File: src/rtl/route_pkg.sv
// Shared constants and helpers for the route stage: word layout, hold-buffer
// depth and the destination-to-strobe decode.
package route_pkg;

  localparam int DATA_W     = 6;
  localparam int SKID_DEPTH = 4;
  localparam int DEST_W     = 2;
  localparam int DEST_MSB   = DATA_W - 1;
  localparam int DEST_LSB   = DATA_W - DEST_W;
  localparam int NUM_OUT    = 4;

  typedef logic [DEST_W-1:0] dest_t;

  function automatic logic [NUM_OUT-1:0] dest_onehot(input dest_t dest);
    logic [NUM_OUT-1:0] v;
    case (dest)
      2'd0:    v = 4'b0001;
      2'd1:    v = 4'b0010;
      2'd2:    v = 4'b0100;
      2'd3:    v = 4'b1000;
      default: v = 4'b0000;
    endcase
    return v;
  endfunction

endpackage

File: src/rtl/route_stage_if.sv
// Arbiter-side inputs, input FIFO data, output FIFO backpressure and the
// registered outputs of the route stage, bundled as one interface.
interface route_stage_if #(
  parameter int DATA_W = route_pkg::DATA_W
);

  logic              pop_F0, pop_F1, pop_F2, pop_F3;
  logic [1:0]        select;
  logic [DATA_W-1:0] data_in_P0, data_in_P1, data_in_P2, data_in_P3;
  logic              almost_full_P4, almost_full_P5, almost_full_P6, almost_full_P7;
  logic [DATA_W-1:0] data_out;
  logic              push_P4, push_P5, push_P6, push_P7;
  logic              stall;
  logic              err_overflow;

  modport master (
    output pop_F0, pop_F1, pop_F2, pop_F3, select,
    output data_in_P0, data_in_P1, data_in_P2, data_in_P3,
    output almost_full_P4, almost_full_P5, almost_full_P6, almost_full_P7,
    input  data_out, push_P4, push_P5, push_P6, push_P7, stall, err_overflow
  );

  modport slave (
    input  pop_F0, pop_F1, pop_F2, pop_F3, select,
    input  data_in_P0, data_in_P1, data_in_P2, data_in_P3,
    input  almost_full_P4, almost_full_P5, almost_full_P6, almost_full_P7,
    output data_out, push_P4, push_P5, push_P6, push_P7, stall, err_overflow
  );

endinterface

File: src/rtl/route_stage_skid_fifo.sv
// Hold buffer for words whose destination is backpressured. DEPTH must be a
// power of two so the pointers wrap naturally.
module skid_fifo #(
  parameter int DATA_W = 6,
  parameter int DEPTH  = 4
) (
  input  logic                     clk,
  input  logic                     reset_L,
  input  logic                     i_push,
  input  logic                     i_pop,
  input  logic [DATA_W-1:0]        i_data,
  output logic [DATA_W-1:0]        o_data,
  output logic                     o_empty,
  output logic                     o_full,
  output logic [$clog2(DEPTH):0]   o_count
);

  localparam int PTR_W = $clog2(DEPTH);
  localparam int CNT_W = PTR_W + 1;

  logic [DATA_W-1:0] r_mem [DEPTH];
  logic [PTR_W-1:0]  r_wr_ptr;
  logic [PTR_W-1:0]  r_rd_ptr;
  logic [CNT_W-1:0]  r_count;
  logic              w_wr;
  logic              w_rd;

  assign o_empty = (r_count == {CNT_W{1'b0}});
  assign o_full  = (r_count == CNT_W'(DEPTH));
  assign o_count = r_count;
  assign o_data  = r_mem[r_rd_ptr];

  // A full buffer still accepts a write when the head leaves in the same cycle.
  assign w_rd = i_pop && !o_empty;
  assign w_wr = i_push && (!o_full || w_rd);

  always_ff @(posedge clk or negedge reset_L) begin
    if (!reset_L) begin
      r_wr_ptr <= {PTR_W{1'b0}};
      r_rd_ptr <= {PTR_W{1'b0}};
      r_count  <= {CNT_W{1'b0}};
    end else begin
      if (w_wr) r_wr_ptr <= r_wr_ptr + PTR_W'(1);
      if (w_rd) r_rd_ptr <= r_rd_ptr + PTR_W'(1);
      case ({w_wr, w_rd})
        2'b10:   r_count <= r_count + CNT_W'(1);
        2'b01:   r_count <= r_count - CNT_W'(1);
        default: r_count <= r_count;
      endcase
    end
  end

  always_ff @(posedge clk or negedge reset_L) begin
    if (!reset_L) begin
      for (int i = 0; i < DEPTH; i++) r_mem[i] <= {DATA_W{1'b0}};
    end else if (w_wr) begin
      r_mem[r_wr_ptr] <= i_data;
    end
  end

endmodule

File: src/rtl/route_stage.sv
// Routes words popped from four input FIFOs to four output FIFOs by the
// destination field, parking backpressured words in an in-order hold buffer.
module route_stage #(
  parameter int DATA_W     = route_pkg::DATA_W,
  parameter int SKID_DEPTH = route_pkg::SKID_DEPTH
) (
  input  logic          clk,
  input  logic          reset_L,
  route_stage_if.slave  bus
);

  import route_pkg::*;

  localparam int CNT_W = $clog2(SKID_DEPTH) + 1;

  logic              r_in_valid;
  logic [1:0]        r_sel_d;
  logic [DATA_W-1:0] r_data_out;
  logic [3:0]        r_push;
  logic              r_stall;
  logic              r_err;

  logic              w_pop_any;
  logic [3:0]        w_af;
  logic [DATA_W-1:0] w_word;
  logic [DATA_W-1:0] w_head;
  logic [DATA_W-1:0] w_issue_word;
  dest_t             w_word_dest;
  dest_t             w_head_dest;
  dest_t             w_issue_dest;
  logic              w_issue;
  logic              w_fifo_push;
  logic              w_fifo_pop;
  logic              w_drop;
  logic              w_empty;
  logic              w_full;
  logic [CNT_W-1:0]  w_count;
  logic [CNT_W-1:0]  w_count_next;

  assign w_pop_any = bus.pop_F0 | bus.pop_F1 | bus.pop_F2 | bus.pop_F3;
  assign w_af      = {bus.almost_full_P7, bus.almost_full_P6,
                      bus.almost_full_P5, bus.almost_full_P4};

  always_ff @(posedge clk or negedge reset_L) begin
    if (!reset_L) begin
      r_in_valid <= 1'b0;
      r_sel_d    <= 2'd0;
    end else begin
      r_in_valid <= w_pop_any;
      if (w_pop_any) r_sel_d <= bus.select;
    end
  end

  always_comb begin
    w_word = {DATA_W{1'b0}};
    case (r_sel_d)
      2'd0:    w_word = bus.data_in_P0;
      2'd1:    w_word = bus.data_in_P1;
      2'd2:    w_word = bus.data_in_P2;
      2'd3:    w_word = bus.data_in_P3;
      default: w_word = {DATA_W{1'b0}};
    endcase
  end

  assign w_word_dest  = w_word[DEST_MSB:DEST_LSB];
  assign w_head_dest  = w_head[DEST_MSB:DEST_LSB];
  assign w_issue_dest = w_issue_word[DEST_MSB:DEST_LSB];

  // Buffered words always go first; a blocked head stalls everything behind it.
  always_comb begin
    w_issue      = 1'b0;
    w_issue_word = w_word;
    w_fifo_push  = 1'b0;
    w_fifo_pop   = 1'b0;
    w_drop       = 1'b0;
    if (!w_empty) begin
      w_issue_word = w_head;
      if (!w_af[w_head_dest]) begin
        w_fifo_pop = 1'b1;
        w_issue    = 1'b1;
      end else begin
        w_fifo_pop = 1'b0;
        w_issue    = 1'b0;
      end
      if (r_in_valid) begin
        if (!w_full || w_fifo_pop) begin
          w_fifo_push = 1'b1;
        end else begin
          w_drop = 1'b1;
        end
      end else begin
        w_fifo_push = 1'b0;
      end
    end else if (r_in_valid) begin
      if (!w_af[w_word_dest]) begin
        w_issue = 1'b1;
      end else begin
        w_fifo_push = 1'b1;
      end
    end else begin
      w_issue = 1'b0;
    end
  end

  always_comb begin
    w_count_next = w_count;
    case ({w_fifo_push, w_fifo_pop})
      2'b10:   w_count_next = w_count + CNT_W'(1);
      2'b01:   w_count_next = w_count - CNT_W'(1);
      default: w_count_next = w_count;
    endcase
  end

  skid_fifo #(
    .DATA_W (DATA_W),
    .DEPTH  (SKID_DEPTH)
  ) u_skid (
    .clk     (clk),
    .reset_L (reset_L),
    .i_push  (w_fifo_push),
    .i_pop   (w_fifo_pop),
    .i_data  (w_word),
    .o_data  (w_head),
    .o_empty (w_empty),
    .o_full  (w_full),
    .o_count (w_count)
  );

  always_ff @(posedge clk or negedge reset_L) begin
    if (!reset_L) begin
      r_data_out <= {DATA_W{1'b0}};
      r_push     <= 4'b0000;
      r_stall    <= 1'b0;
      r_err      <= 1'b0;
    end else begin
      if (w_issue) r_data_out <= w_issue_word;
      r_push  <= w_issue ? dest_onehot(w_issue_dest) : 4'b0000;
      r_stall <= (w_count_next != {CNT_W{1'b0}});
      r_err   <= r_err | w_drop;
    end
  end

  assign bus.data_out     = r_data_out;
  assign bus.push_P4      = r_push[0];
  assign bus.push_P5      = r_push[1];
  assign bus.push_P6      = r_push[2];
  assign bus.push_P7      = r_push[3];
  assign bus.stall        = r_stall;
  assign bus.err_overflow = r_err;

endmodule

File: src/flat_wrapper.sv
// flat-port wrapper written by rule: the top's interface ports become plain ports
module route_stage_flat import route_pkg::*;
#(
  parameter int DATA_W     = route_pkg::DATA_W,
  parameter int SKID_DEPTH = route_pkg::SKID_DEPTH
)
  (clk, reset_L, bus_pop_F0, bus_pop_F1, bus_pop_F2, bus_pop_F3, bus_select, bus_data_in_P0, bus_data_in_P1, bus_data_in_P2, bus_data_in_P3, bus_almost_full_P4, bus_almost_full_P5, bus_almost_full_P6, bus_almost_full_P7, bus_data_out, bus_push_P4, bus_push_P5, bus_push_P6, bus_push_P7, bus_stall, bus_err_overflow);
  route_stage_if #(.DATA_W(DATA_W)) bus_i ();
  input  logic clk;
  input  logic reset_L;
  input wire logic [$bits(bus_i.pop_F0)-1:0] bus_pop_F0;
  input wire logic [$bits(bus_i.pop_F1)-1:0] bus_pop_F1;
  input wire logic [$bits(bus_i.pop_F2)-1:0] bus_pop_F2;
  input wire logic [$bits(bus_i.pop_F3)-1:0] bus_pop_F3;
  input wire logic [$bits(bus_i.select)-1:0] bus_select;
  input wire logic [$bits(bus_i.data_in_P0)-1:0] bus_data_in_P0;
  input wire logic [$bits(bus_i.data_in_P1)-1:0] bus_data_in_P1;
  input wire logic [$bits(bus_i.data_in_P2)-1:0] bus_data_in_P2;
  input wire logic [$bits(bus_i.data_in_P3)-1:0] bus_data_in_P3;
  input wire logic [$bits(bus_i.almost_full_P4)-1:0] bus_almost_full_P4;
  input wire logic [$bits(bus_i.almost_full_P5)-1:0] bus_almost_full_P5;
  input wire logic [$bits(bus_i.almost_full_P6)-1:0] bus_almost_full_P6;
  input wire logic [$bits(bus_i.almost_full_P7)-1:0] bus_almost_full_P7;
  output wire logic [$bits(bus_i.data_out)-1:0] bus_data_out;
  output wire logic [$bits(bus_i.push_P4)-1:0] bus_push_P4;
  output wire logic [$bits(bus_i.push_P5)-1:0] bus_push_P5;
  output wire logic [$bits(bus_i.push_P6)-1:0] bus_push_P6;
  output wire logic [$bits(bus_i.push_P7)-1:0] bus_push_P7;
  output wire logic [$bits(bus_i.stall)-1:0] bus_stall;
  output wire logic [$bits(bus_i.err_overflow)-1:0] bus_err_overflow;
  assign bus_i.pop_F0 = bus_pop_F0;
  assign bus_i.pop_F1 = bus_pop_F1;
  assign bus_i.pop_F2 = bus_pop_F2;
  assign bus_i.pop_F3 = bus_pop_F3;
  assign bus_i.select = bus_select;
  assign bus_i.data_in_P0 = bus_data_in_P0;
  assign bus_i.data_in_P1 = bus_data_in_P1;
  assign bus_i.data_in_P2 = bus_data_in_P2;
  assign bus_i.data_in_P3 = bus_data_in_P3;
  assign bus_i.almost_full_P4 = bus_almost_full_P4;
  assign bus_i.almost_full_P5 = bus_almost_full_P5;
  assign bus_i.almost_full_P6 = bus_almost_full_P6;
  assign bus_i.almost_full_P7 = bus_almost_full_P7;
  assign bus_data_out = bus_i.data_out;
  assign bus_push_P4 = bus_i.push_P4;
  assign bus_push_P5 = bus_i.push_P5;
  assign bus_push_P6 = bus_i.push_P6;
  assign bus_push_P7 = bus_i.push_P7;
  assign bus_stall = bus_i.stall;
  assign bus_err_overflow = bus_i.err_overflow;
  route_stage #(.DATA_W(DATA_W), .SKID_DEPTH(SKID_DEPTH)) u_core (.clk(clk), .reset_L(reset_L), .bus(bus_i));
endmodule
File: config.mk
export PLATFORM = sky130hd
export DESIGN_NAME = route_stage_flat
export DESIGN_NICKNAME = d
export VERILOG_FILES = /design/src/rtl/route_pkg.sv /design/src/rtl/route_stage_if.sv /design/src/rtl/route_stage_skid_fifo.sv /design/src/rtl/route_stage.sv /design/src/flat_wrapper.sv
export SDC_FILE = /design/constraint.sdc
export NUM_CORES = 1
export LEC_CHECK = 0
export ABC_AREA = 1
export CAP_MARGIN = 25
export CORE_MARGIN = 5
export CORE_UTILIZATION = 30
export DETAILED_ROUTE_END_ITERATION = 8
export GPL_TIMING_DRIVEN = 0
export PLACE_DENSITY = 0.56
export SYNTH_ARGS = -nofsm -noshare
export SYNTH_HDL_FRONTEND = slang
export SYNTH_SLANG_ARGS = --single-unit
File: constraint.sdc
create_clock -name clk -period 3.55 [get_ports clk]
set_input_delay 0.71 -clock clk [delete_from_list [all_inputs] [get_ports clk]]
set_output_delay 0.71 -clock clk [all_outputs]
set_load 0.005 [all_outputs]
Word level (Yosys, flattened, before mapping)
Cells that the tools add are included.
{"block": "word_totals", "reg_bits": 46, "out_inout_bits": 12, "in_bits": 36}
{"block": "classes", "mux": 30, "reduce_logical": 12, "eq_ne": 11, "order_cmp": 5, "n_addsub": 4, "n_bitwise": 6}
{"op": "24-bit bitwise mux", "count": 1}
{"op": "6-bit two-way mux", "count": 4}
{"op": "6-bit one-hot mux with 4 select lines", "count": 1}
{"op": "1-bit two-way mux", "count": 16}
{"op": "4-bit one-hot mux with 4 select lines", "count": 1}
{"op": "6-bit binary-select mux with 2-bit select", "count": 1}
{"op": "6-bit demux with 2-bit select", "count": 1}
{"op": "2-bit equality test (second input constant)", "count": 6}
{"op": "3-bit one-hot mux with 2 select lines", "count": 2}
{"op": "2-bit by 1-bit equality test with 1-bit output (second input constant)", "count": 4}
{"op": "3-bit greater-or-equal comparator (second input constant)", "count": 2}
{"op": "2-bit by 3-bit less-than comparator with 1-bit output (second input constant)", "count": 2}
{"op": "2-bit inverter with 3-bit output", "count": 2}
{"op": "2-bit by 1-bit adder with 2-bit output (second input constant)", "count": 2}
{"op": "1-bit binary-select mux with 2-bit select", "count": 2}
{"op": "2-bit logical NOT", "count": 2}
{"op": "4-bit two-way mux", "count": 1}
{"op": "1-bit bitwise OR", "count": 4}
{"op": "3-bit by 1-bit adder with 3-bit output (second input constant)", "count": 1}
{"op": "3-bit equality test (second input constant)", "count": 1}
{"op": "1-bit logical AND", "count": 3}
{"op": "3-bit logical NOT", "count": 1}
{"op": "3-bit by 1-bit less-than comparator with 1-bit output (second input constant)", "count": 1}
{"op": "3-bit nonzero test", "count": 1}
{"op": "4 further kinds", "count": 6}

Logic depth before layout (Yosys ltp)
Gate-level depths: netlist (run 1).
{"block": "logic_depth", "ltp_word": 15, "depth_mapped": 17, "depth_no_buf": 16}

By module
A second synthesis (run 1) with hierarchy kept.
{"block": "unflattened", "hier_cells": 342, "hier_area_um2": 2706.3}
{"mod": "skid_fifo", "instances": 1, "cells_per_inst": 187, "area_each_um2": 1609.0}
{"mod": "route_stage", "instances": 1, "cells_per_inst": 155, "area_each_um2": 1097.3}

Worst setup path before layout (run 1)
No wires, ideal clock.
{"block": "synth_path", "kind": "input -> register", "from": "input port bus_data_in_P1[5]", "to": "register u_core.u_skid.r_count[2], in the netlist u_core.u_skid.o_count[2]", "path_stages": 12, "setup_time_ns": 0.124, "required_time_ns": 3.426, "path_slack_ns": 1.294, "t_arrival_ns": 2.132, "path_buffers": 1, "path_cell_list": "o21ai_0 -> nand3_1 -> nand2_1 -> nor2_1 -> nand2_1 -> nand2_2 -> nor2_4 -> buf_6 -> inv_1 -> ha_1 -> nor3_1 -> a21oi_1"}
{"block": "synth_via", "elab_chain_len": 9}
{"element": "start: declaration", "line_no": "flat_wrapper.sv:17", "rtl": "input wire logic [$bits(bus_i.data_in_P1)-1:0] bus_data_in_P1;"}
{"element": "6-bit one-hot mux with 4 select lines *", "line_no": "route_stage.sv:56", "rtl": "case (r_sel_d)"}
{"element": "1-bit binary-select mux with 2-bit select *", "line_no": "route_stage.sv:95", "rtl": "if (!w_af[w_word_dest]) begin"}
{"element": "1-bit two-way mux (not written as such) *", "line_no": "route_stage.sv:95"}
{"element": "1-bit two-way mux *", "line_no": "route_stage.sv:95"}
{"element": "1-bit two-way mux *", "line_no": "route_stage.sv:94", "rtl": "end else if (r_in_valid) begin"}
{"element": "1-bit two-way mux *", "line_no": "route_stage.sv:76", "rtl": "if (!w_empty) begin"}
{"element": "1-bit logical AND *", "line_no": "route_stage_skid_fifo.sv:35", "rtl": "assign w_wr = i_push && (!o_full || w_rd);"}
{"element": "2-bit by 1-bit equality test with 1-bit output / 2-bit equality test (equally long branches)", "line_no": "route_stage_skid_fifo.sv:45", "rtl": "case ({w_wr, w_rd})"}
{"element": "3-bit one-hot mux with 2 select lines / 2-bit nonzero test (equally long branches)"}
{"element": "end signal: assignment", "line_no": "route_stage_skid_fifo.sv:46", "rtl": "2'b10: r_count <= r_count + CNT_W'(1);"}
{"element": "end signal: assignment", "line_no": "route_stage_skid_fifo.sv:47", "rtl": "2'b01: r_count <= r_count - CNT_W'(1);"}
{"element": "end signal: assignment", "line_no": "route_stage_skid_fifo.sv:48", "rtl": "default: r_count <= r_count;"}
{"element": "end: declaration", "line_no": "route_stage_skid_fifo.sv:24", "rtl": "logic [CNT_W-1:0] r_count;"}
Mark *: on every way between the ends. The rest lies on a longest branch, timed or not. The select of a mux whose other input is x is not followed.
A chain may end at the register's enable or synchronous reset.

Worst setup path in the final report (run 1)
{"block": "layout_path", "from": "input port bus_data_in_P2[4]", "to": "register u_core.u_skid.r_count[2], in the netlist u_core.u_skid.o_count[2]"}
{"block": "layout_via", "elab_chain_len": 9}
{"element": "start: declaration", "line_no": "flat_wrapper.sv:18", "rtl": "input wire logic [$bits(bus_i.data_in_P2)-1:0] bus_data_in_P2;"}
{"element": "6-bit one-hot mux with 4 select lines *", "line_no": "route_stage.sv:56"}
{"element": "1-bit binary-select mux with 2-bit select *", "line_no": "route_stage.sv:95"}
{"element": "1-bit two-way mux (not written as such) *", "line_no": "route_stage.sv:95"}
{"element": "1-bit two-way mux *", "line_no": "route_stage.sv:95"}
{"element": "1-bit two-way mux *", "line_no": "route_stage.sv:94"}
{"element": "1-bit two-way mux *", "line_no": "route_stage.sv:76"}
{"element": "1-bit logical AND *", "line_no": "route_stage_skid_fifo.sv:35"}
{"element": "2-bit by 1-bit equality test with 1-bit output / 2-bit equality test (equally long branches)", "line_no": "route_stage_skid_fifo.sv:45"}
{"element": "3-bit one-hot mux with 2 select lines / 2-bit nonzero test (equally long branches)"}
Marks and branches as above.

==> results.toml, run 1 <==
[clock_tree]
root_buffer = "clkbuf_8"
cts_hold_buf = 0
clock_latency_ns = 0.30
cts.reportedPaths.clkPinSlew_ns = 0.09
cts-resized-gates = 0
clock_path_buffers = 2
cts_tree = "yes"
ctsHtreeMaxLevel = 2
cts_num_sinks = 46
numCtsBuffers = 5
postCtsSetupBuffers = 0

[sta]
tightestPinTransition_ns = 0.481
fmax_ghz = 0.375
fin_crit_sh_pct = 75.2
fin_crit_ns = 2.67
rsz0062_at_grt = "no"
fin_skew_ns = 0.00293
slew_headroom_pct = 67.9
fin_tns_setup_ns = 0
finalHoldViolations = 0
report.final.slew_viol_count = 0
setup_violations = 0

[worst_setup_path]
max_stage_delay_ns = 0.46
crit_top_cell = "nand2_1"
start_kind = "input pin"
slowest_stage = "clkdlybuf4s50_1"
worstPathRequired_ns = 3.74
crit_buf_inv = 3
crit_fanout = 10
critPathArrivalTime_ns = 2.86
crit_chain = "clkdlybuf4s50_1, nand3_1, nand3_1, nand2_1, nand2_1, nand2_1, nand2_1, nand2_2, nor2_4, buf_6, inv_1, ha_1, nor3_1, a21oi_1"
path_class = "input pin to register"
cp_top_family = "simple AND/OR/NAND/NOR gates"
worstSetupEndpointType = "register"

[route]
wl_per_cell_um = 12.9
drc = 0
dr.pass1.iters = 4
viasPerCell = 4.65
drtIter0Drc = 121
ant_nets = 0
routed-via-count = 2291
routed_wl_mm = 6.34

[floorplanning]
core_area_mm2 = 0.00818
fp-row-count = 33
pin_count = 48
die_y_um = 101
initial_utilization_pct = 30.7
die_area_mm2 = 0.0103
die_width_um = 101

[synthesis]
synth.area.top_cells = "dfrtp_1 (46%), nand2_1 (18%), nand3_1 (8.8%)"
synth_seq_area_share_pct = 45.9
yosysUniqueCellTypes = 26
syn_nets = 378
ys_ff_latch = 46
yosys.area.top_type = "dfrtp_1"
netlist_instances = 332
synth_area_mm2 = 0.00251
syn_area_per_cell_um2 = 7.55
synth_warnings = 0
yosys.area.top_type_share_pct = 45.9

[min_path]
hp-class = "input pin to asynchronous set/reset pin"

[cells_and_area]
layout_common_cells = "nand2_1 (120), clkdlybuf4s50_1 (46), dfrtp_1 (46)"
final_common_cell = "nand2_1"
diodes = 0
final_cells = 493
final_util_pct = 40.0
nets = 433
drive_above_1_share_pct = 6.19
area_delta_synth_final_pct = 30.3
design_area_mm2 = 0.00327

[placement]
hpwlAfterDp_mm = 4.90
numPortBuffers = 47
place.gp.congestion = 0.848
place_area_mm2 = 0.00312
placed_cells = 485

[global_route]
grt_pass1_wl_mm = 11.0
grt_antenna_before_repair = 0
grt_pass1_vias = 2298
grt_max_degree = 32
overflow = 0
grt.total_usage_pct = 13.2

[run]
cap_viol_max_count = 0

[pwr]
powerDensity_mw_per_mm2 = 915
ir_drop_uv = 333
cellLeakagePower_nw = 1.64
power_mw = 2.99

[status]
status = "finished, final reports clean"
==> metal layers <==
metal | GRT usage (%) | vias up | share of wire [%]
met5 | 0 | - | 0
met4 | 3.58 | 0 | 1.1
met2 | 22.1 | 79 | 45
li1 | - | 1169 | -
met3 | 2.89 | 6 | 7.0
met1 | 17.4 | 1037 | 47
==> final timing paths <==
| check | cells after the start | end | slack, ns | start |
|---|---|---|---|---|
| setup / recovery | 14 | u_core.u_skid.o_count[2]$_DFFE_PN0P_ | 0.88 | bus_data_in_P2[4] |
| hold / removal | 1 | u_core.u_skid.o_count[2]$_DFFE_PN0P_ | 0.33 | reset_L |
| setup reg to reg | 12 | u_core.u_skid.o_count[2]$_DFFE_PN0P_ | 1.00 | u_core.r_sel_d[1]$_DFFE_PN0P_ |
| hold reg to reg | 1 | u_core.bus.err_overflow$_DFF_PN0_ | 0.48 | u_core.bus.err_overflow$_DFF_PN0_ |
| max in group asynchronous | 2 | u_core.u_skid.r_mem[14]$_DFFE_PN0P_ | 2.72 | reset_L |
| min in group clk | 1 | u_core.bus.err_overflow$_DFF_PN0_ | 0.48 | u_core.bus.err_overflow$_DFF_PN0_ |
==> kinds of logic after synthesis <==
group,Yosys count,synth area share [%]
compound gates,26,5.59
fa+ha+maj,10,4.99
simple gates,208,34.9
buf+inv,36,6.54
flops,46,45.9
xor+xnor,6,2.10
==> power breakdown <==
| group | switching [mW] | internal [mW] |
|---|---|---|
| clock network | 0.184 | 0.300 |
| registers | 0.142 | 0.765 |
| logic | 0.958 | 0.640 |
| total | 1.28 | 1.71 |
==> metrics by stage <==
step | hold WS, ns | worst slack [ns]
after global placement | 0.451 | 0.430
after global routing | 0.341 | 0.709
final | 0.329 | 0.880
after detailed placement | 0.455 | 0.534
after CTS | 0.334 | 0.870
after floorplan | 0.414 | 1.29
==> state kept, by name, summed over array words and instances (netlist names) <==
name / flops
u_core.bus.stall: 1
u_core.bus.err_overflow: 1
u_core.u_skid.r_rd_ptr: 2
u_core.u_skid.o_count: 3
u_core.r_push: 4
u_core.r_sel_d: 2
u_core.u_skid.r_mem: 24
u_core.bus.data_out: 6
u_core.u_skid.r_wr_ptr: 2
u_core.r_in_valid: 1
==> Yosys cell counts, drive strengths merged <==
library cell and number:
a21oi 4, a31o 1, a31oi 5, buf 6, clkbuf 3, dfrtp 46, ha 10, inv 27
nand2 123, nand3 44, nand3b 1, nand4 4, nor2 33, nor3 1, nor4 1, o21ai 16
or4 1, xnor2 4, xor2 2
==> cell type report <==
| cell class | count | area, um2 |
|---|---|---|
| buffer | 9 | 62.6 |
| tap | 105 | 131 |
| clock inverter | 2 | 60.1 |
| inverter | 27 | 101 |
| sequential | 46 | 1150 |
| multi-input combinational | 250 | 1190 |
| fill | 860 | 4910 |
| timing repair buffer | 48 | 485 |
| clock buffer | 6 | 82.6 |
Note: power is estimated with default switching activity, not from simulation.
==> inputs of run 2 (changes only) <==
PLACE_DENSITY = 0.58   (was 0.56)
clock period = 2.45 ns   (was 3.55 ns; I/O delays follow)
==> run 2 against run 1 <==
Against the previous run: cell area up 0.19%; utilization up 0.076 points; clock-buffer cell count down 1; combinational power up 51%; register-to-register slack worse by 0.76 ns; sequential share of layout area about the same; flip-flop and latch count unchanged; clock power down 8.1%; critical path type unchanged; largest cell class unchanged.
==> results.toml, run 2 (synthesized netlist as in run 1, its figures left out) <==
[status]
status = "finished, final reports clean"

[cells_and_area]
drive_above_1_share_pct = 10.3
final_common_cell = "nand2_1"
largest_register_ff_count = 24
nets = 436
diodes = 0
regArea_mm2 = 0.00115
nFillCells = 867
multi_input_area_mm2 = 0.00123
largest-register = "u_core.u_skid.r_mem"
area_delta_synth_final_pct = 30.5
layout_common_cells = "nand2_1 (118), clkdlybuf4s50_1 (46), dfrtp_1 (43)"

[global_route]
grt.total_usage_pct = 13.1
grt_antenna_before_repair = 0
overflow = 0
grt_pass1_wl_mm = 10.7
grt_max_degree = 28
grt_pass1_vias = 2168

[route]
routed_wl_mm = 6.18
drtIter0Drc = 83
drc = 0
ant_nets = 0
viasPerCell = 4.61
wl_per_cell_um = 12.5
dr.pass1.iters = 4
routed-via-count = 2282

[floorplanning]
die_width_um = 101
die_y_um = 101
pin_count = 48
core_area_mm2 = 0.00818
initial_utilization_pct = 30.7
die_area_mm2 = 0.0103
fp-row-count = 33

[pwr]
power_mw = 4.18
ir_drop_uv = 448
powerDensity_mw_per_mm2 = 1280
cellLeakagePower_nw = 1.63

[sta]
fin_crit_ns = 2.25
slew_headroom_pct = 67.4
setup_violations = 0
tightestPinTransition_ns = 0.489
fmax_ghz = 0.444
whs_ns = 0.146
finalHoldViolations = 0
rsz0062_at_grt = "no"
report.final.slew_viol_count = 0
fin_skew_ns = 0.00805
fin_crit_sh_pct = 91.9

[clock_tree]
cts.reportedPaths.clkPinSlew_ns = 0.09
clock_latency_ns = 0.29
numCtsBuffers = 5
ctsHtreeMaxLevel = 2
cts_num_sinks = 46
root_buffer = "clkbuf_8"
clock_path_buffers = 2
cts_tree = "yes"

[placement]
place.gp.congestion = 0.817
hpwlAfterDp_mm = 4.83
numPortBuffers = 47

[worst_setup_path]
slowest_stage = "clkdlybuf4s50_1"
cp_top_family = "simple AND/OR/NAND/NOR gates"
crit_buf_inv = 3
critPathArrivalTime_ns = 2.44
worstPathRequired_ns = 2.64
worstSetupEndpointType = "register"
start_kind = "input pin"
max_stage_delay_ns = 0.42
crit_fanout = 10
crit_top_cell = "nand2_1"
path_class = "input pin to register"
crit_chain = "clkdlybuf4s50_1, o21ai_1, nand3_1, nand2_1, nor2_1, nand2_1, nand2_2, nor2_4, buf_6, inv_1, ha_2, nor3_2, a21oi_1"

[min_path]
hp-class = "input pin to asynchronous set/reset pin"

[run]
cap_viol_max_count = 0
==> run 2: cell count changes in the layout (fill, tap and decap cells not counted), sizes merged <==
cell,delta
buf,+3
clkinv,+2
clkbuf,-1
bufinv,-2
==> run 2: layout make-up <==
class,instances,share of cell area (%)
plain buffers,8,1.83
clock buffers,5,2.10
clock inverters,2,0.306
inverters,27,3.10
multi-input cells,250,37.6
flip-flops and latches,46,35.3
well taps,105,4.01
repair buffers,52,15.7
==> run 2: timing repair <==
item | CTS | global route
endpoints found under the setup margin | 1 | 3
hold buffers | 0 | 0
hold endpoints to repair | 0 | 0
gates resized for setup | 2 | 20
pin swaps | 1 | 4
buffers inserted | 2 | 2
==> run 2: worst paths after layout <==
check | start | to | slack, ns | cells after the start
setup reg to reg | u_core.r_sel_d[1]$_DFFE_PN0P_ | u_core.u_skid.o_count[2]$_DFFE_PN0P_ | 0.24 | 14
hold reg to reg | u_core.u_skid.r_mem[18]$_DFFE_PN0P_ | u_core.u_skid.r_mem[18]$_DFFE_PN0P_ | 0.47 | 2
hold / removal | reset_L | u_core.r_sel_d[1]$_DFFE_PN0P_ | 0.15 | 1
max in group asynchronous | reset_L | u_core.u_skid.r_mem[13]$_DFFE_PN0P_ | 1.79 | 2
min in group clk | u_core.u_skid.r_mem[18]$_DFFE_PN0P_ | u_core.u_skid.r_mem[18]$_DFFE_PN0P_ | 0.47 | 2
setup / recovery | bus_data_in_P1[5] | u_core.u_skid.o_count[2]$_DFFE_PN0P_ | 0.20 | 13
==> run 2: metrics by stage <==
stage	setup TNS, ns	utilization [%]	std cells	setup WS (ns)	cell area (um2)
3_3_place_gp	-22.72	38.0	484	-0.471	3110
4_1_cts	0	39.4	494	0.0614	3220
6_report	0	40.0	495	0.197	3270
5_1_grt	0	40.0	495	0.0322	3270
3_5_place_dp	-1.03	38.2	485	-0.374	3120
2_1_floorplan	0	-	332	0.347	2510
==> run 2: report_power, final <==
part | switching (mW) | total [mW] | internal [mW]
clock network | 0.253 | 0.445 | 0.192
logic | 1.42 | 2.42 | 1.00
registers | 0.208 | 1.32 | 1.11
total | 1.88 | 4.18 | 2.30
==> run 2: per-layer routing <==
metal	wire length (um)	share of wire [%]	vias up	global-route usage, %
li1	-	-	1186	-
met1	3050	49	1040	18.7
met2	2790	45	52	20.5
met3	276	4.5	4	2.55
met4	56	0.91	0	3.07
met5	0	0	-	0
